<file path="src/rtl/fwd_scoreboard_pkg.sv">
// Shared types and constants for the forwarding / hazard unit of the RV32I core.
package fwd_scoreboard_pkg;

    localparam int DEF_NUM_FWD_STAGES = 2;
    localparam int DEF_SEL_W          = $clog2(DEF_NUM_FWD_STAGES + 1);

    typedef logic [DEF_SEL_W-1:0] fwd_sel_t;

    localparam fwd_sel_t   FWD_SEL_NONE = {DEF_SEL_W{1'b0}};
    localparam logic [4:0] REG_X0       = 5'd0;

endpackage

</file>
<file path="src/rtl/fwd_scoreboard_if.sv">
// Pipeline-to-hazard-unit bundle. Optional FWD_SCOREBOARD_PERF_EN adds the stall
// statistics counters.
interface fwd_scoreboard_if #(
    parameter int NUM_FWD_STAGES  = 2,
    parameter int NUM_SRC         = 2,
    parameter int REG_ADDR_W      = 5,
    parameter int MAX_OUTSTANDING = 4
);
    localparam int SEL_W = $clog2(NUM_FWD_STAGES + 1);
    localparam int CNT_W = $clog2(MAX_OUTSTANDING + 1);

    logic [NUM_FWD_STAGES*REG_ADDR_W-1:0] stage_rd;
    logic [NUM_FWD_STAGES-1:0]            stage_wen;
    logic [NUM_SRC*REG_ADDR_W-1:0]        ex_rs;
    logic [NUM_SRC*SEL_W-1:0]             ex_fwd_sel;
    logic [NUM_SRC*REG_ADDR_W-1:0]        id_rs;
    logic [NUM_SRC-1:0]                   id_rs_used;
    logic [REG_ADDR_W-1:0]                id_rd;
    logic                                 id_wen;
    logic [NUM_SRC-1:0]                   id_bypass_sel;
    logic [REG_ADDR_W-1:0]                idex_rd;
    logic                                 idex_wen;
    logic                                 idex_is_load;
    logic                                 mc_issue_valid;
    logic [REG_ADDR_W-1:0]                mc_issue_rd;
    logic                                 mc_issue_ready;
    logic                                 mc_done_valid;
    logic [REG_ADDR_W-1:0]                mc_done_rd;
    logic                                 stall;
    logic [CNT_W-1:0]                     pending_cnt;
    logic                                 mc_err;
`ifdef FWD_SCOREBOARD_PERF_EN
    logic [31:0]                          stall_loaduse_cnt;
    logic [31:0]                          stall_sb_cnt;

    modport master (
        output stage_rd, stage_wen, ex_rs, id_rs, id_rs_used, id_rd, id_wen,
               idex_rd, idex_wen, idex_is_load, mc_issue_valid, mc_issue_rd,
               mc_done_valid, mc_done_rd,
        input  ex_fwd_sel, id_bypass_sel, mc_issue_ready, stall, pending_cnt,
               mc_err, stall_loaduse_cnt, stall_sb_cnt
    );

    modport slave (
        input  stage_rd, stage_wen, ex_rs, id_rs, id_rs_used, id_rd, id_wen,
               idex_rd, idex_wen, idex_is_load, mc_issue_valid, mc_issue_rd,
               mc_done_valid, mc_done_rd,
        output ex_fwd_sel, id_bypass_sel, mc_issue_ready, stall, pending_cnt,
               mc_err, stall_loaduse_cnt, stall_sb_cnt
    );
`else
    modport master (
        output stage_rd, stage_wen, ex_rs, id_rs, id_rs_used, id_rd, id_wen,
               idex_rd, idex_wen, idex_is_load, mc_issue_valid, mc_issue_rd,
               mc_done_valid, mc_done_rd,
        input  ex_fwd_sel, id_bypass_sel, mc_issue_ready, stall, pending_cnt,
               mc_err
    );

    modport slave (
        input  stage_rd, stage_wen, ex_rs, id_rs, id_rs_used, id_rd, id_wen,
               idex_rd, idex_wen, idex_is_load, mc_issue_valid, mc_issue_rd,
               mc_done_valid, mc_done_rd,
        output ex_fwd_sel, id_bypass_sel, mc_issue_ready, stall, pending_cnt,
               mc_err
    );
`endif

endinterface

</file>
<file path="src/rtl/fwd_prio_match.sv">
// Priority encoder over producer stages: returns k+1 for the youngest stage k
// that writes a non-x0 register equal to rs, or 0 when none does.
module fwd_prio_match
    import fwd_scoreboard_pkg::*;
#(
    parameter int NUM_STAGES = 2,
    parameter int REG_ADDR_W = 5,
    parameter int SEL_W      = $clog2(NUM_STAGES + 1)
) (
    input  logic [NUM_STAGES*REG_ADDR_W-1:0] stage_rd,
    input  logic [NUM_STAGES-1:0]            stage_wen,
    input  logic [REG_ADDR_W-1:0]            rs,
    output logic [SEL_W-1:0]                 sel
);

    logic [NUM_STAGES-1:0] hit_s;

    // Per-stage match: writes enabled, not x0, same register.
    always_comb begin
        hit_s = {NUM_STAGES{1'b0}};
        for (int k = 0; k < NUM_STAGES; k++) begin
            hit_s[k] = stage_wen[k]
                && (stage_rd[k*REG_ADDR_W +: REG_ADDR_W] != REG_ADDR_W'(REG_X0))
                && (stage_rd[k*REG_ADDR_W +: REG_ADDR_W] == rs);
        end
    end

    // Scan oldest to youngest so the youngest hit overwrites the rest.
    always_comb begin
        sel = SEL_W'(FWD_SEL_NONE);
        for (int k = NUM_STAGES - 1; k >= 0; k--) begin
            sel = hit_s[k] ? SEL_W'(k + 1) : sel;
        end
    end

endmodule

</file>
<file path="src/rtl/fwd_scoreboard.sv">
// Forwarding, ID bypass, load-use and multi-cycle scoreboard hazard unit.
// Optional FWD_SCOREBOARD_PERF_EN adds saturating stall-cause counters.
module fwd_scoreboard
    import fwd_scoreboard_pkg::*;
#(
    parameter int NUM_FWD_STAGES  = 2,
    parameter int NUM_SRC         = 2,
    parameter int REG_ADDR_W      = 5,
    parameter int MAX_OUTSTANDING = 4
) (
    input  logic           clk,
    input  logic           rst,
    fwd_scoreboard_if.slave sb
);

    localparam int SEL_W = $clog2(NUM_FWD_STAGES + 1);
    localparam int CNT_W = $clog2(MAX_OUTSTANDING + 1);
    localparam int NREGS = 1 << REG_ADDR_W;
    localparam logic [CNT_W-1:0]      MAX_CNT = CNT_W'(MAX_OUTSTANDING);
    localparam logic [REG_ADDR_W-1:0] X0      = REG_ADDR_W'(REG_X0);

    logic [NREGS-1:1]             pending_r;
    logic [NREGS-1:0]             pending_s;
    logic [NREGS-1:0]             pending_nxt_s;
    logic [CNT_W-1:0]             cnt_r;
    logic [CNT_W-1:0]             cnt_nxt_s;
    logic                         err_r;
    logic                         loaduse_s;
    logic                         sb_haz_s;
    logic                         stall_s;
    logic                         ready_s;
    logic                         issue_acc_s;
    logic                         done_ok_s;
    logic                         done_bad_s;
    logic [NUM_SRC*SEL_W-1:0]     ex_fwd_sel_s;
    logic [NUM_SRC-1:0]           id_bypass_sel_s;

    assign pending_s = {pending_r, 1'b0};

    for (genvar i = 0; i < NUM_SRC; i++) begin : g_src
        fwd_prio_match #(
            .NUM_STAGES (NUM_FWD_STAGES),
            .REG_ADDR_W (REG_ADDR_W),
            .SEL_W      (SEL_W)
        ) u_ex_match (
            .stage_rd  (sb.stage_rd),
            .stage_wen (sb.stage_wen),
            .rs        (sb.ex_rs[i*REG_ADDR_W +: REG_ADDR_W]),
            .sel       (ex_fwd_sel_s[i*SEL_W +: SEL_W])
        );

        // Only the WB stage can bypass around the regfile read in ID.
        fwd_prio_match #(
            .NUM_STAGES (1),
            .REG_ADDR_W (REG_ADDR_W),
            .SEL_W      (1)
        ) u_id_match (
            .stage_rd  (sb.stage_rd[(NUM_FWD_STAGES-1)*REG_ADDR_W +: REG_ADDR_W]),
            .stage_wen (sb.stage_wen[NUM_FWD_STAGES-1]),
            .rs        (sb.id_rs[i*REG_ADDR_W +: REG_ADDR_W]),
            .sel       (id_bypass_sel_s[i])
        );
    end

    // Hazard detection: load-use on the EX producer, RAW/WAW on pending registers.
    always_comb begin
        loaduse_s = 1'b0;
        sb_haz_s  = sb.id_wen && pending_s[sb.id_rd];
        for (int i = 0; i < NUM_SRC; i++) begin
            loaduse_s = loaduse_s
                || (sb.id_rs_used[i]
                    && (sb.id_rs[i*REG_ADDR_W +: REG_ADDR_W] != X0)
                    && sb.idex_wen && sb.idex_is_load
                    && (sb.idex_rd == sb.id_rs[i*REG_ADDR_W +: REG_ADDR_W]));
            sb_haz_s = sb_haz_s
                || (sb.id_rs_used[i] && pending_s[sb.id_rs[i*REG_ADDR_W +: REG_ADDR_W]]);
        end
        stall_s = loaduse_s || sb_haz_s;
    end

    assign ready_s     = !stall_s && (cnt_r < MAX_CNT) && !pending_s[sb.mc_issue_rd];
    assign issue_acc_s = sb.mc_issue_valid && ready_s && (sb.mc_issue_rd != X0);
    assign done_ok_s   = sb.mc_done_valid && (sb.mc_done_rd != X0) && pending_s[sb.mc_done_rd];
    assign done_bad_s  = sb.mc_done_valid && !done_ok_s;

    // Next scoreboard contents; issue and done never target the same register.
    always_comb begin
        pending_nxt_s = pending_s;
        if (issue_acc_s) begin
            pending_nxt_s[sb.mc_issue_rd] = 1'b1;
        end else begin
            pending_nxt_s = pending_nxt_s;
        end
        if (done_ok_s) begin
            pending_nxt_s[sb.mc_done_rd] = 1'b0;
        end else begin
            pending_nxt_s = pending_nxt_s;
        end
    end

    // Outstanding count follows the set/clear pair.
    always_comb begin
        case ({issue_acc_s, done_ok_s})
            2'b10:   cnt_nxt_s = cnt_r + CNT_W'(1);
            2'b01:   cnt_nxt_s = cnt_r - CNT_W'(1);
            default: cnt_nxt_s = cnt_r;
        endcase
    end

    // Scoreboard state and sticky protocol error.
    always_ff @(posedge clk or negedge rst) begin
        if (!rst) begin
            pending_r <= '0;
            cnt_r     <= {CNT_W{1'b0}};
            err_r     <= 1'b0;
        end else begin
            pending_r <= pending_nxt_s[NREGS-1:1];
            cnt_r     <= cnt_nxt_s;
            err_r     <= err_r || done_bad_s;
        end
    end

    assign sb.ex_fwd_sel     = ex_fwd_sel_s;
    assign sb.id_bypass_sel  = id_bypass_sel_s;
    assign sb.stall          = stall_s;
    assign sb.mc_issue_ready = ready_s;
    assign sb.pending_cnt    = cnt_r;
    assign sb.mc_err         = err_r;

`ifdef FWD_SCOREBOARD_PERF_EN
    logic [31:0] lu_cnt_r;
    logic [31:0] sbh_cnt_r;

    // Stall-cause statistics; load-use wins when both causes coincide.
    always_ff @(posedge clk or negedge rst) begin
        if (!rst) begin
            lu_cnt_r  <= 32'd0;
            sbh_cnt_r <= 32'd0;
        end else begin
            if (loaduse_s && (lu_cnt_r != 32'hFFFF_FFFF)) begin
                lu_cnt_r <= lu_cnt_r + 32'd1;
            end else begin
                lu_cnt_r <= lu_cnt_r;
            end
            if (!loaduse_s && sb_haz_s && (sbh_cnt_r != 32'hFFFF_FFFF)) begin
                sbh_cnt_r <= sbh_cnt_r + 32'd1;
            end else begin
                sbh_cnt_r <= sbh_cnt_r;
            end
        end
    end

    assign sb.stall_loaduse_cnt = lu_cnt_r;
    assign sb.stall_sb_cnt      = sbh_cnt_r;
`endif

endmodule

</file>
<file path="src/flat_wrapper.sv">
// flat-port wrapper written by rule: the top's interface ports become plain ports
module fwd_scoreboard_flat import fwd_scoreboard_pkg::*;
#(
    parameter int NUM_FWD_STAGES  = 2,
    parameter int NUM_SRC         = 2,
    parameter int REG_ADDR_W      = 5,
    parameter int MAX_OUTSTANDING = 4
)
  (clk, rst, sb_stage_rd, sb_stage_wen, sb_ex_rs, sb_id_rs, sb_id_rs_used, sb_id_rd, sb_id_wen, sb_idex_rd, sb_idex_wen, sb_idex_is_load, sb_mc_issue_valid, sb_mc_issue_rd, sb_mc_done_valid, sb_mc_done_rd, sb_ex_fwd_sel, sb_id_bypass_sel, sb_mc_issue_ready, sb_stall, sb_pending_cnt, sb_mc_err);
  fwd_scoreboard_if #(.NUM_FWD_STAGES(NUM_FWD_STAGES), .NUM_SRC(NUM_SRC), .REG_ADDR_W(REG_ADDR_W), .MAX_OUTSTANDING(MAX_OUTSTANDING)) sb_i ();
  input  logic clk;
  input  logic rst;
  input wire logic [$bits(sb_i.stage_rd)-1:0] sb_stage_rd;
  input wire logic [$bits(sb_i.stage_wen)-1:0] sb_stage_wen;
  input wire logic [$bits(sb_i.ex_rs)-1:0] sb_ex_rs;
  input wire logic [$bits(sb_i.id_rs)-1:0] sb_id_rs;
  input wire logic [$bits(sb_i.id_rs_used)-1:0] sb_id_rs_used;
  input wire logic [$bits(sb_i.id_rd)-1:0] sb_id_rd;
  input wire logic [$bits(sb_i.id_wen)-1:0] sb_id_wen;
  input wire logic [$bits(sb_i.idex_rd)-1:0] sb_idex_rd;
  input wire logic [$bits(sb_i.idex_wen)-1:0] sb_idex_wen;
  input wire logic [$bits(sb_i.idex_is_load)-1:0] sb_idex_is_load;
  input wire logic [$bits(sb_i.mc_issue_valid)-1:0] sb_mc_issue_valid;
  input wire logic [$bits(sb_i.mc_issue_rd)-1:0] sb_mc_issue_rd;
  input wire logic [$bits(sb_i.mc_done_valid)-1:0] sb_mc_done_valid;
  input wire logic [$bits(sb_i.mc_done_rd)-1:0] sb_mc_done_rd;
  output wire logic [$bits(sb_i.ex_fwd_sel)-1:0] sb_ex_fwd_sel;
  output wire logic [$bits(sb_i.id_bypass_sel)-1:0] sb_id_bypass_sel;
  output wire logic [$bits(sb_i.mc_issue_ready)-1:0] sb_mc_issue_ready;
  output wire logic [$bits(sb_i.stall)-1:0] sb_stall;
  output wire logic [$bits(sb_i.pending_cnt)-1:0] sb_pending_cnt;
  output wire logic [$bits(sb_i.mc_err)-1:0] sb_mc_err;
  assign sb_i.stage_rd = sb_stage_rd;
  assign sb_i.stage_wen = sb_stage_wen;
  assign sb_i.ex_rs = sb_ex_rs;
  assign sb_i.id_rs = sb_id_rs;
  assign sb_i.id_rs_used = sb_id_rs_used;
  assign sb_i.id_rd = sb_id_rd;
  assign sb_i.id_wen = sb_id_wen;
  assign sb_i.idex_rd = sb_idex_rd;
  assign sb_i.idex_wen = sb_idex_wen;
  assign sb_i.idex_is_load = sb_idex_is_load;
  assign sb_i.mc_issue_valid = sb_mc_issue_valid;
  assign sb_i.mc_issue_rd = sb_mc_issue_rd;
  assign sb_i.mc_done_valid = sb_mc_done_valid;
  assign sb_i.mc_done_rd = sb_mc_done_rd;
  assign sb_ex_fwd_sel = sb_i.ex_fwd_sel;
  assign sb_id_bypass_sel = sb_i.id_bypass_sel;
  assign sb_mc_issue_ready = sb_i.mc_issue_ready;
  assign sb_stall = sb_i.stall;
  assign sb_pending_cnt = sb_i.pending_cnt;
  assign sb_mc_err = sb_i.mc_err;
  fwd_scoreboard #(.NUM_FWD_STAGES(NUM_FWD_STAGES), .NUM_SRC(NUM_SRC), .REG_ADDR_W(REG_ADDR_W), .MAX_OUTSTANDING(MAX_OUTSTANDING)) u_core (.clk(clk), .rst(rst), .sb(sb_i));
endmodule
</file>
<file path="config.mk">
export PLATFORM = sky130hd
export DESIGN_NAME = fwd_scoreboard_flat
export DESIGN_NICKNAME = d
export VERILOG_FILES = /design/src/rtl/fwd_scoreboard_pkg.sv /design/src/rtl/fwd_scoreboard_if.sv /design/src/rtl/fwd_prio_match.sv /design/src/rtl/fwd_scoreboard.sv /design/src/flat_wrapper.sv
export SDC_FILE = /design/constraint.sdc
export NUM_CORES = 1
export LEC_CHECK = 0
export ABC_AREA = 1
export ABC_CLOCK_PERIOD_IN_PS = 4090
export BUFFER_PORTS_ARGS = -buffer_cell sky130_fd_sc_hd__buf_2
export CAP_MARGIN = 5
export CELL_PAD_IN_SITES_DETAIL_PLACEMENT = 1
export CELL_PAD_IN_SITES_GLOBAL_PLACEMENT = 2
export CORE_MARGIN = 2
export CORE_UTILIZATION = 31
export DETAILED_ROUTE_END_ITERATION = 10
export HOLD_SLACK_MARGIN = 0.02
export PLACE_DENSITY_LB_ADDON = 0.1
export SYNTH_ARGS = -nofsm -noshare
export SYNTH_HDL_FRONTEND = slang
export SYNTH_HIERARCHICAL = 1
export SYNTH_SLANG_ARGS = --single-unit
</file>
<file path="constraint.sdc">
create_clock -name clk -period 4.09 [get_ports clk]
set_input_delay 0 -clock clk [delete_from_list [all_inputs] [get_ports clk]]
set_output_delay 0 -clock clk [all_outputs]
set_load 0.01 [all_outputs]
</file>
### Word-level counts from Yosys, hierarchy flattened

Cells that the tools add are included.

* flip-flop bits (word level): 35
* latch bits: 0
* bits in writable memories: 0
* ROM bits: 0
* word-level logic and storage cells: 92
* memories kept: 0

* add/sub/neg operators: 2
* $mul: 0
* divide/modulo/power cells: 0
* magnitude comparators: 8
* eq/ne operators: 10
* shift operators: 0
* muxes and demuxes: 23
* bitwise logic cells: 3
* reduce and logical (&&, ||, !) cells: 43

Operators by type and width (number)
* 32-bit 2-to-1 mux: 2
* 5-bit equality test: 8
* 32-bit AND: 1
* 32-bit NOT: 1
* 32-bit bitwise OR: 1
* 5-bit by 6-bit < comparator with 1-bit output (second input constant): 5
* 5-bit nonzero test: 6
* 1-bit logical AND: 28
* 1-bit binary-select mux with 5-bit select: 5
* 1-bit demux with 5-bit select: 2
* 5-bit by 1-bit >= comparator with 1-bit output (second input constant): 2
* 1-bit 2-to-1 mux: 9
* 2-bit 2-to-1 mux: 4
* 3-bit case mux with 2 select lines: 1
* 1-bit logical OR: 5
* 3-bit by 1-bit adder with 3-bit output (second input constant): 1
* 1-bit logical NOT: 3
* 3-bit < comparator (second input constant): 1
* 3-bit by 1-bit subtractor with 3-bit output (second input constant): 1
* 2-bit by 1-bit equality test with 1-bit output (second input constant): 1
* 2-bit equality test (second input constant): 1
* 2-bit nonzero test: 1

### Depth between registers and ports, before layout

* word-level depth: 15
* depth in mapped cells: 21
* depth with buffers taken out: 20

### Hierarchy

Netlist, hierarchy kept.

Modules (own cells, without submodules)
* fwd_scoreboard: times used 1, cells each 606, area an instance 3572.2 um^2, seq. area each 875.8 um^2
* fwd_prio_match (u_core.g_src[0].u_ex_match ...): times used 2, cells each 50, area an instance 214.0 um^2, seq. area each 0.0 um^2
* fwd_prio_match (u_core.g_src[0].u_id_match ...): times used 2, cells each 29, area an instance 116.4 um^2, seq. area each 0.0 um^2

### Worst setup path after synthesis

Ideal clock, no wire load.

* path kind: register to register
* start point: register u_core/pending_r[3] (netlist name)
* end point: register u_core.cnt_r[1], in the netlist u_core/sb.pending_cnt[1]
* setup time: 0.083 ns
* data arrival time: 2.315 ns
* data required time: 4.007 ns
* slack: 1.692 ns
* stages on the path, launching flop included: 19
* buffers on the path: 0
* period minus slack after synthesis: 2.398 ns
* cell sequence: dfrtp_1 inv_1 nand2_1 nand3_1 nand2_1 nand2_1 nand2_1 nor2_1 nand2_1 nand3_1 nand2_1 nor2_4 inv_1 nor3_2 nand2_1 ha_1 inv_1 fa_1 o21ai_0

* longest elaborated chain between the ends: 13
* elaborated cells between the ends (all ways): 27
* classes of those cells: eq/ne: 2; mux: 11; reduce/logical: 14

RTL lines
* start, declared: line fwd_scoreboard.sv:22 `logic [NREGS-1:1] pending_r;`
* start signal, assigned: line fwd_scoreboard.sv:117 `pending_r <= pending_nxt_s[NREGS-1:1];`
* 1-bit binary-select mux with 5-bit select, on equally long branches: line fwd_scoreboard.sv:68, fwd_scoreboard.sv:76
* 1-bit 2-to-1 mux, on equally long branches: line fwd_scoreboard.sv:68, fwd_scoreboard.sv:76
* 1-bit logical AND, on equally long branches: line fwd_scoreboard.sv:68, fwd_scoreboard.sv:76
* 1-bit logical OR: line fwd_scoreboard.sv:76 `|| (sb.id_rs_used[i] && pending_s[sb.id_rs[i*REG_ADDR_W +: REG_ADDR_W]]);`
* 1-bit logical OR (*): line fwd_scoreboard.sv:76
* 1-bit logical OR (*): line fwd_scoreboard.sv:78 `stall_s = loaduse_s || sb_haz_s;`
* named net sb_stall: line flat_wrapper.sv:30 `output wire logic [$bits(sb_i.stall)-1:0] sb_stall;`
* 1-bit logical NOT (*): line fwd_scoreboard.sv:81 `assign ready_s = !stall_s && (cnt_r < MAX_CNT) && !pending_s[sb.mc_issue_rd];`
* 1-bit logical AND (*) (2 in series): line fwd_scoreboard.sv:81
* named net sb_mc_issue_ready: line flat_wrapper.sv:29 `output wire logic [$bits(sb_i.mc_issue_ready)-1:0] sb_mc_issue_ready;`
* 1-bit logical AND (*) (2 in series): line fwd_scoreboard.sv:82 `assign issue_acc_s = sb.mc_issue_valid && ready_s && (sb.mc_issue_rd != X0);`
* 2-bit by 1-bit equality test with 1-bit output / 2-bit equality test (equally long branches): line fwd_scoreboard.sv:103 `case ({issue_acc_s, done_ok_s})`
* 3-bit case mux with 2 select lines / 2-bit nonzero test (equally long branches)
* end signal, assigned: line fwd_scoreboard.sv:114 `cnt_r <= {CNT_W{1'b0}};`
* end signal, assigned: line fwd_scoreboard.sv:118 `cnt_r <= cnt_nxt_s;`
* end, declared: line fwd_scoreboard.sv:25 `logic [CNT_W-1:0] cnt_r;`

Mark *: on every way through the listed nets, which the timed path passes. The rest lies on a longest branch. The select of a mux whose other input is x is not followed.
A chain may end at the register's enable or synchronous reset.

### Worst setup path in the final report

* start point: register u_core/pending_r[20] (netlist name)
* end point: register u_core.cnt_r[1], in the netlist u_core/sb.pending_cnt[1]

* longest elaborated chain between the ends: 13
* elaborated cells between the ends (all ways): 27
* classes of those cells: eq/ne: 2; mux: 11; reduce/logical: 14

RTL lines (line)
* 1-bit binary-select mux with 5-bit select, on equally long branches: fwd_scoreboard.sv:68, fwd_scoreboard.sv:76
* 1-bit 2-to-1 mux, on equally long branches: fwd_scoreboard.sv:68, fwd_scoreboard.sv:76
* 1-bit logical AND, on equally long branches: fwd_scoreboard.sv:68, fwd_scoreboard.sv:76
* 1-bit logical OR (2 in series): fwd_scoreboard.sv:76
* 1-bit logical OR: fwd_scoreboard.sv:78
* 1-bit logical NOT: fwd_scoreboard.sv:81
* 1-bit logical AND (2 in series): fwd_scoreboard.sv:81
* 1-bit logical AND (2 in series): fwd_scoreboard.sv:82
* 2-bit by 1-bit equality test with 1-bit output / 2-bit equality test (equally long branches): fwd_scoreboard.sv:103
* 3-bit case mux with 2 select lines / 2-bit nonzero test (equally long branches)

Several ways; a longest one is shown, not always the timed one. The select of a mux whose other input is x is not followed.

==> out/metrics.yaml <==
global_routing:
  grt_pass1_vias: 5572
  grt_max_degree: 36
  grt_pass1_wl_mm: 29.7
  track_usage_pct: 25.6
  grt_overflow_total: 0
  antenna_found_initial: 0
run:
  drv_cap: 0
sta:
  rsz0062_at_grt: "false"
  hold_viol_final: 0
  tightest_slew_ps: 1030
  post-route-period-util_pct: 66.3
  clock.fmax_mhz: 369
  max-slew-margin-rel_pct: 31.2
  period_minus_slack_ps: 2710
  setup_viol: 0
  fin_setup_tns_ps: 0
  setup_slack_ps: 1380
  finClkSkew_ps: 4.82
  slew_viol_final: 0
cells_and_area:
  area_growth_syn_to_layout_pct: 13.7
  num-fill-cells: 1873
  final_core_util_pct: 36.2
  layout_commonest_cell: "nand2_1"
  final_layout_size_suffix_gt1_share_pct: 14.3
  multi_input_area_mm2: 0.00270
  final_cell_mix: "nand2_1 (202), inv_1 (107), nor2_1 (98)"
  seq_area_um2: 876
  fin_nets: 880
  instances_no_fill: 994
  diodes: 0
floorplan:
  core_mm2: 0.0133
  die_h_um: 121
  chipWidth_um: 121
  std_cell_rows: 42
  dieArea_mm2: 0.0146
  num_io_pins: 73
  initial_core_util_pct: 31.8
clock_tree:
  cts_tree: "yes"
  clock_latency_ps: 280
  htree_levels: 2
  cts_resized: 0
  post_cts_buffers: 0
  ctsRootBufferMaster: "clkbuf_16"
  clkTransAtPathRegs_ps: 60
  numCtsBuffers: 5
  max-clock-path-buffers: 2
  numClockSinks: 35
  ctsHoldBuffers: 2
route:
  routedWlPerCell_um: 18.3
  via_per_inst: 5.37
  drtIter0Drc: 335
  drt_wl_total_mm: 18.2
  dr.pass1.iters: 5
  vias: 5335
  route.detailed.drc: 0
  drtAntennaViolNets: 0
synth:
  synthCells: 764
  synth_cell_types: 31
  synth_area_mm2: 0.00423
  syn_nets: 827
  yosysSeqAreaShare_pct: 20.7
  yosysWarnings: 6
  synth.avg_cell_area_um2: 5.54
  ys_ff_latch: 35
hold_path:
  hold_path.class: "in -> reg"
place:
  portBuffers: 72
  gp_congestion: 0.904
  place_hpwl_mm: 13.7
  place_inst: 984
  pre_cts_slack_ps: 1350
pwr:
  power_leakage_nw: 2.41
  p_per_area_mw_per_mm2: 352
  peakVddDrop_mv: 0.243
setup_path:
  path_class: "reg -> reg"
  arrival_ps: 2910
  crit_fanout: 6
  cp-end-kind: "flop"
  start_kind: "flop"
  required_ps: 4290
outcome:
  outcome: "completed"
logic make-up (layout without fill, tap and decap cells):
group / count (synthesis) / in the layout / synth area share [%]
adders and majority gates: 2 / 2 / 0.769
and+or+nand+nor: 455 / 455 / 46.9
xor gates and xnor gates: 4 / 4 / 0.828
buffers and inverters: 155 / 209 / 15.6
DFF: 35 / 35 / 20.7
AOI/OAI and AO/OA: 113 / 113 / 15.2
Yosys cell counts:
master / count / area, um2
o22ai_1: 28 / 175
o211ai_1: 9 / 67.6
buf_6: 3 / 33.8
a22oi_1: 2 / 15.0
inv_2: 18 / 67.6
fa_1: 1 / 20.0
nor2_2: 7 / 43.8
clkbuf_1: 3 / 11.3
nor3_2: 1 / 10.0
nand2_2: 8 / 50.1
xnor2_1: 1 / 8.76
o221ai_1: 1 / 8.76
ha_1: 1 / 12.5
buf_2: 13 / 65.1
o21ai_1: 8 / 40.0
dfrtp_1: 35 / 876
nand3_1: 84 / 420
buf_4: 11 / 82.6
a21boi_0: 3 / 22.5
nand2_1: 202 / 758
nand4_1: 35 / 219
nor2_4: 2 / 22.5
nor3b_1: 1 / 7.51
a21oi_1: 43 / 215
nor2_1: 98 / 368
o21ai_0: 18 / 90.1
xor2_1: 3 / 26.3
nor3_1: 16 / 80.1
o21bai_1: 1 / 7.51
or2_1: 1 / 6.26
inv_1: 107 / 402
routing by layer:
layer / global-route usage [%] / routed length, um / part of all wire (%)
met1: 32.2 / 8070 / 44
met4: 10.9 / 574 / 3.2
met2: 44.7 / 8880 / 49
met3: 2.07 / 642 / 3.5
met5: 0 / 0 / 0
where the power goes:
group | internal, W | total [W] | switching, W
sequential | 0.000442 | 0.000498 | 0.0000560
clock | 0.000260 | 0.000409 | 0.000149
combinational | 0.000228 | 0.000785 | 0.000557
flip-flops by register name (all words and copies together) (netlist names):
register	flops
u_core/sb.pending_cnt	3
u_core/sb.mc_err	1
u_core/pending_r	31
final timing paths:
path / slack, ps / from / endpoint / depth (start not counted)
max reg2reg: 1380 / u_core/pending_r[20] / u_core/sb.pending_cnt[1] / 18
max: 1380 / u_core/pending_r[20] / u_core/sb.pending_cnt[1] / 18
min in group asynchronous: 370 / rst / u_core/pending_r[22] / 2
min reg2reg: 480 / u_core/sb.mc_err / u_core/sb.mc_err / 1
min: 130 / sb_mc_done_rd[1] / u_core/pending_r[22] / 4
max in group asynchronous: 3170 / rst / u_core/pending_r[25] / 2
layout make-up:
| class | count | share of cell area, % |
|---|---|---|
| timing repair buffer | 76 | 8.22 |
| inverter | 125 | 9.75 |
| multi-input combinational | 574 | 56.0 |
| tap | 176 | 4.58 |
| clock buffer | 8 | 3.25 |
| sequential | 35 | 18.2 |
per-stage QoR:
step	hold slack (ps)	instance area (um2)	total power [W]
after floorplan	-296	4230	0.000996
after global placement	156	4640	0.00127
after detailed placement	163	4640	0.00128
after CTS	127	4810	0.00170
after global routing	138	4810	0.00182
final	125	4810	0.00169
critical path: stages, from the launching register on:
cell	delay (ps)
dfrtp_1	360
inv_1	250
nand2_1	100
nand3_1	70
nand2_1	70
nand2_1	80
nand2_1	50
nor2_1	100
nand2_1	60
nand3_1	60
nand2_1	80
nor2_4	150
inv_1	80
nor3_2	130
nand2_1	80
ha_1	230
inv_1	90
fa_1	410
o21ai_0	170
No activity file was read; power rests on OpenSTA's default activity.
